## src/rtl/bit_rev_serializer_pkg.sv

```systemverilog
// Shared types and helpers for the bit-reversing serializer.
package bit_rev_pkg;

    typedef enum logic {
        IDLE = 1'b0,
        XMIT = 1'b1
    } state_t;

    // Counter width for a word of nbits; never narrower than one bit.
    function automatic int cnt_width(input int nbits);
        return (nbits > 1) ? $clog2(nbits) : 1;
    endfunction

endpackage

```

## src/rtl/bit_rev_shift_reg.sv

```systemverilog
// Loadable shift register; shifts toward the transmit end, zero-filled.
module bit_rev_shift_reg #(
    parameter int NBITS     = 100,
    parameter bit MSB_FIRST = 1'b1
) (
    input  logic             clk,
    input  logic             reset,
    input  logic             i_load,
    input  logic             i_shift_en,
    input  logic [NBITS-1:0] i_d,
    output logic [NBITS-1:0] o_q
);

    logic [NBITS-1:0] r_q;
    logic [NBITS-1:0] w_shifted;

    assign w_shifted = MSB_FIRST ? {r_q[NBITS-2:0], 1'b0} : {1'b0, r_q[NBITS-1:1]};
    assign o_q       = r_q;

    always_ff @(posedge clk) begin
        if (reset) begin
            r_q <= '0;
        end else if (i_load) begin
            r_q <= i_d;
        end else if (i_shift_en) begin
            r_q <= w_shifted;
        end
    end

endmodule

```

## src/rtl/bit_rev_serializer.sv

```systemverilog
// Word-to-bit serializer on valid/ready links; a new word can load on the last bit's transfer.
//   state | meaning
//   IDLE  | no word held, ready for a new word
//   XMIT  | presenting bit r_cnt of the held word on out
module bit_rev_serializer
    import bit_rev_pkg::*;
#(
    parameter int NBITS     = 100,
    parameter bit MSB_FIRST = 1'b1
) (
    input  logic             clk,
    input  logic             reset,
    input  logic [NBITS-1:0] in_,
    input  logic             in_val,
    output logic             in_rdy,
    output logic             out,
    output logic             out_val,
    input  logic             out_rdy,
    output logic             out_last
);

    localparam int CW = cnt_width(NBITS);

    state_t           r_state;
    logic [CW-1:0]    r_cnt;
    logic [NBITS-1:0] w_q;
    logic             w_accept;
    logic             w_xfer;
    logic             w_shift;

    assign out_val  = (r_state == XMIT);
    assign out_last = out_val && (r_cnt == CW'(NBITS - 1));
    assign in_rdy   = (r_state == IDLE) || (out_last && out_rdy);
    assign w_accept = in_val && in_rdy;
    assign w_xfer   = out_val && out_rdy;
    // A load on the last transfer replaces the shift for that edge.
    assign w_shift  = w_xfer && !w_accept;
    assign out      = MSB_FIRST ? w_q[NBITS-1] : w_q[0];

    bit_rev_shift_reg #(
        .NBITS     (NBITS),
        .MSB_FIRST (MSB_FIRST)
    ) u_shreg (
        .clk        (clk),
        .reset      (reset),
        .i_load     (w_accept),
        .i_shift_en (w_shift),
        .i_d        (in_),
        .o_q        (w_q)
    );

    always_ff @(posedge clk) begin
        if (reset) begin
            r_state <= IDLE;
            r_cnt   <= '0;
        end else if (w_accept) begin
            r_state <= XMIT;
            r_cnt   <= '0;
        end else if (w_xfer) begin
            if (out_last) begin
                r_state <= IDLE;
                r_cnt   <= '0;
            end else begin
                r_cnt <= r_cnt + CW'(1);
            end
        end
    end

endmodule

```

## config.mk

```make
export PLATFORM = sky130hd
export DESIGN_NAME = bit_rev_serializer
export DESIGN_NICKNAME = d
export VERILOG_FILES = /design/src/rtl/bit_rev_serializer_pkg.sv /design/src/rtl/bit_rev_shift_reg.sv /design/src/rtl/bit_rev_serializer.sv
export SDC_FILE = /design/constraint.sdc
export NUM_CORES = 1
export LEC_CHECK = 0
export CELL_PAD_IN_SITES_DETAIL_PLACEMENT = 1
export CELL_PAD_IN_SITES_GLOBAL_PLACEMENT = 2
export CORE_MARGIN = 2
export CORE_UTILIZATION = 30
export DETAILED_ROUTE_END_ITERATION = 10
export GPL_ROUTABILITY_DRIVEN = 1
export PLACE_DENSITY_LB_ADDON = 0.1
export SLEW_MARGIN = 15
export SYNTH_ARGS = -nofsm -noshare
export SYNTH_HDL_FRONTEND = slang
export SYNTH_SLANG_ARGS = --single-unit
export TNS_END_PERCENT = 100
```

## constraint.sdc

```tcl
create_clock -name clk -period 1.7 [get_ports clk]
set_input_delay 0.34 -clock clk [delete_from_list [all_inputs] [get_ports clk]]
set_output_delay 0.34 -clock clk [all_outputs]
set_load 0.03 [all_outputs]
```

==> impl_metrics.py <==
metrics = {
    "status": {
        "status": "finished, violations left",
        "failed_checks": "setup timing",
    },
    "global_routing": {
        "grt.met1_usage": 0.275,
        "grtUsageMet3": 0.0220,
        "antenna_found_initial": 1,
        "gr-total-overflow": 0,
        "grt_pass1_vias": 7876,
        "grt.met2_usage": 0.370,
        "grt_pass1_wl_microns": 42000,
        "busiest_layer": "met2",
        "track_usage": 0.211,
        "grt_max_degree": 67,
    },
    "critical_path": {
        "cp.required_ns": 1.36,
        "end_kind": "output pin",
        "crit_arrival_ns": 1.67,
        "ff2ff_setup_slack_ns": 0.03,
        "worst_path_max_delay_cell": "or4b_4",
        "worst_setup_path_start_kind": "register",
        "crit_type": "register to output pin",
        "slowest_delay_ns": 0.58,
        "cp_cell_sequence": "or4b_4 -> o31ai_4 -> buf_6",
        "critPathMaxFanout": 4,
    },
    "synth": {
        "synth_area_leaders": "dfxtp_1, mux2i_1, a211o_1, nor3b_1, a31oi_1",
        "synthAdderAreaFrac": 0.00178,
        "async_reset_ff_frac": 0,
        "ys_types": 36,
        "synthXorXnorAreaFrac": 0,
        "synth_seq_area_share": 0.307,
        "avgSynthCellArea_sq_um": 8.40,
        "syn-num-nets": 944,
        "synth_top_area_frac": 0.307,
        "synth_compound_area_frac": 0.305,
        "synthMuxAreaShare": 0.128,
        "ys_warn_count": 0,
        "synth_edf_count": 0,
        "ys.flop_type": "dfxtp_1",
        "post_synth_inst_count": 839,
        "synthSimpleGateAreaFrac": 0.185,
        "syn_area_sq_mm": 0.00705,
        "synth_top_family_by_area": "compound AO/OA/AOI/OAI gates",
        "ys_seq_elements": 108,
        "synth.largest_area_cell": "dfxtp_1",
    },
    "clock_tree": {
        "root_buffer": "clkbuf_16",
        "cts_buffers": 9,
        "tritoncts": "yes",
        "cts_htree_levels": 3,
        "cts.sink_count": 108,
        "clk_latency_ns": 0.36,
        "hold_buffers": 0,
        "cts_buffer_depth": 2,
        "path_clk_slew_ns": 0.07,
    },
    "power_and_ir_drop": {
        "cellPowerDensity_mw_per_mm2": 727,
        "p_leak_nw": 3.18,
        "peakVddDrop_uv": 419,
    },
    "final_layout": {
        "final_common_cell": "dfxtp_1",
        "utilization": 0.391,
        "layout_common_cells": "dfxtp_1, nand3_1, a31oi_1, clkdlybuf4s50_1",
        "area_growth_pct": 29.2,
        "fin_nets": 1005,
        "stdcell_count": 1223,
        "diodes": 0,
        "num-fill-cells": 2706,
        "drive_above_1_share": 0.124,
    },
    "timing": {
        "fin_skew_ns": 0.0128,
        "worst_pin_slew_ns": 0.454,
        "rsz0062_at_grt": "true",
        "hold_violations": 0,
        "timing.fmax_ghz": 0.497,
        "fin_crit_sh": 1.18,
        "setup_viol": 2,
        "max-slew-margin-rel": 0.697,
        "fin_crit_ns": 2.01,
        "slew_viol_final": 0,
        "setup_slack_ns": -0.313,
    },
    "place": {
        "place_ws_ns": -0.0614,
        "dp_hpwl_microns": 15700,
        "port-buffer-count": 107,
        "dp.cells": 1205,
        "globalplace.congestion": 0.759,
    },
    "route": {
        "initialDrtViolationCount": 275,
        "wirelength_microns": 25800,
        "num_vias": 7242,
        "dr.pass1.iters": 4,
        "avgViaCountPerCell": 5.92,
        "avgRoutedWirePerCell_microns": 21.1,
        "drc": 0,
        "final_antenna_net_count": 0,
    },
    "floorplanning": {
        "die_area_sq_mm": 0.0247,
        "num_rows": 56,
        "chipWidth_microns": 157,
        "initial_core_util": 0.303,
        "coreArea_sq_mm": 0.0233,
        "ios": 108,
        "fp.dieH_microns": 157,
    },
    "hold_path": {
        "min-delay-path-class": "primary input to register",
    },
    "run": {
        "cap_violations": 0,
    },
}
==> final cells by class <==
cell class                      instances  area [sq um]  area share
Clock buffer                           12           246      0.0271
Tap cell                              319           399      0.0438
Timing Repair Buffer                  158          1730       0.190
Multi-Input combinational cell        619          4500       0.494
Sequential cell                       108          2170       0.238
Inverter                                4          16.3     0.00179
Clock inverter                          3          47.5     0.00522
==> metal layers <==
metal | part of all wire | wire length [microns]
met4 | 0.013 | 330
met2 | 0.48 | 12500
met1 | 0.48 | 12300
met3 | 0.026 | 675
met5 | 0 | 0
==> registers in the layout, indices dropped and copies added (netlist names) <==
signal       flops
out_val          1
u_shreg.o_q    100
r_cnt            7
==> logic make-up after synthesis <==
| group | Yosys count |
|---|---|
| flip-flops | 108 |
| buffers and inverters | 112 |
| multiplexers | 90 |
| adder cells (fa/ha/maj) | 1 |
| AO/OA/AOI/OAI | 318 |
| AND/OR/NAND/NOR | 210 |
==> Yosys cell counts, drive strengths merged, types with 2 or more instances <==
library cell    n
nor3b          89
a31oi         100
a311o           2
or4             2
o211ai          2
dfxtp         108
nand2           6
mux2i          89
nand3         104
or3             2
o221ai         11
buf            43
inv             4
o31ai           3
a21oi           9
a211o          88
o21ai         101
clkbuf         65
==> worst paths after layout <==
path / cells past startpoint / end / from
setup reg to reg: 5 / u_shreg.o_q[20]$_SDFFE_PP0P_ / r_cnt[2]$_SDFFE_PP0P_
setup / recovery: 3 / in_rdy / r_cnt[2]$_SDFFE_PP0P_
hold / removal: 2 / out_val$_SDFFE_PP0P_ / reset
hold reg to reg: 2 / u_shreg.o_q[46]$_SDFFE_PP0P_ / u_shreg.o_q[45]$_SDFFE_PP0P_
==> report_power, final <==
part	leakage, nW	total (W)	switching, W	internal (W)
clock	0.143	0.00222	0.00104	0.00119
sequential	0.897	0.00295	0.000191	0.00276
combinational	2.14	0.00145	0.000683	0.000766
==> metrics by stage <==
step                      power (W)  hold slack, ns  TNS, ns  instance area, sq um
after floorplan             0.00380           0.454   -0.271                  7060
after global placement      0.00435           0.478  -0.0135                  8650
after detailed placement    0.00443           0.493  -0.0826                  8650
after CTS                   0.00668           0.308   -0.662                  8980
after global routing        0.00694           0.322   -0.754                  9100
final                       0.00662           0.306   -0.612                  9100
==> critical path, delay by kind of cell, from the launching register on <==
family	cells	cell delay [ns]
compound gates	1	0.25
buf+inv	1	0.17
simple gates	1	0.58
flops	1	0.32
==> timing repair <==
item / in CTS / in global routing
resized for setup: 9 / 56
setup buffers: 3 / 0
setup endpoints to repair: 5 / 80
pin swaps: 2 / 2
(Power assumes the default switching activity.)
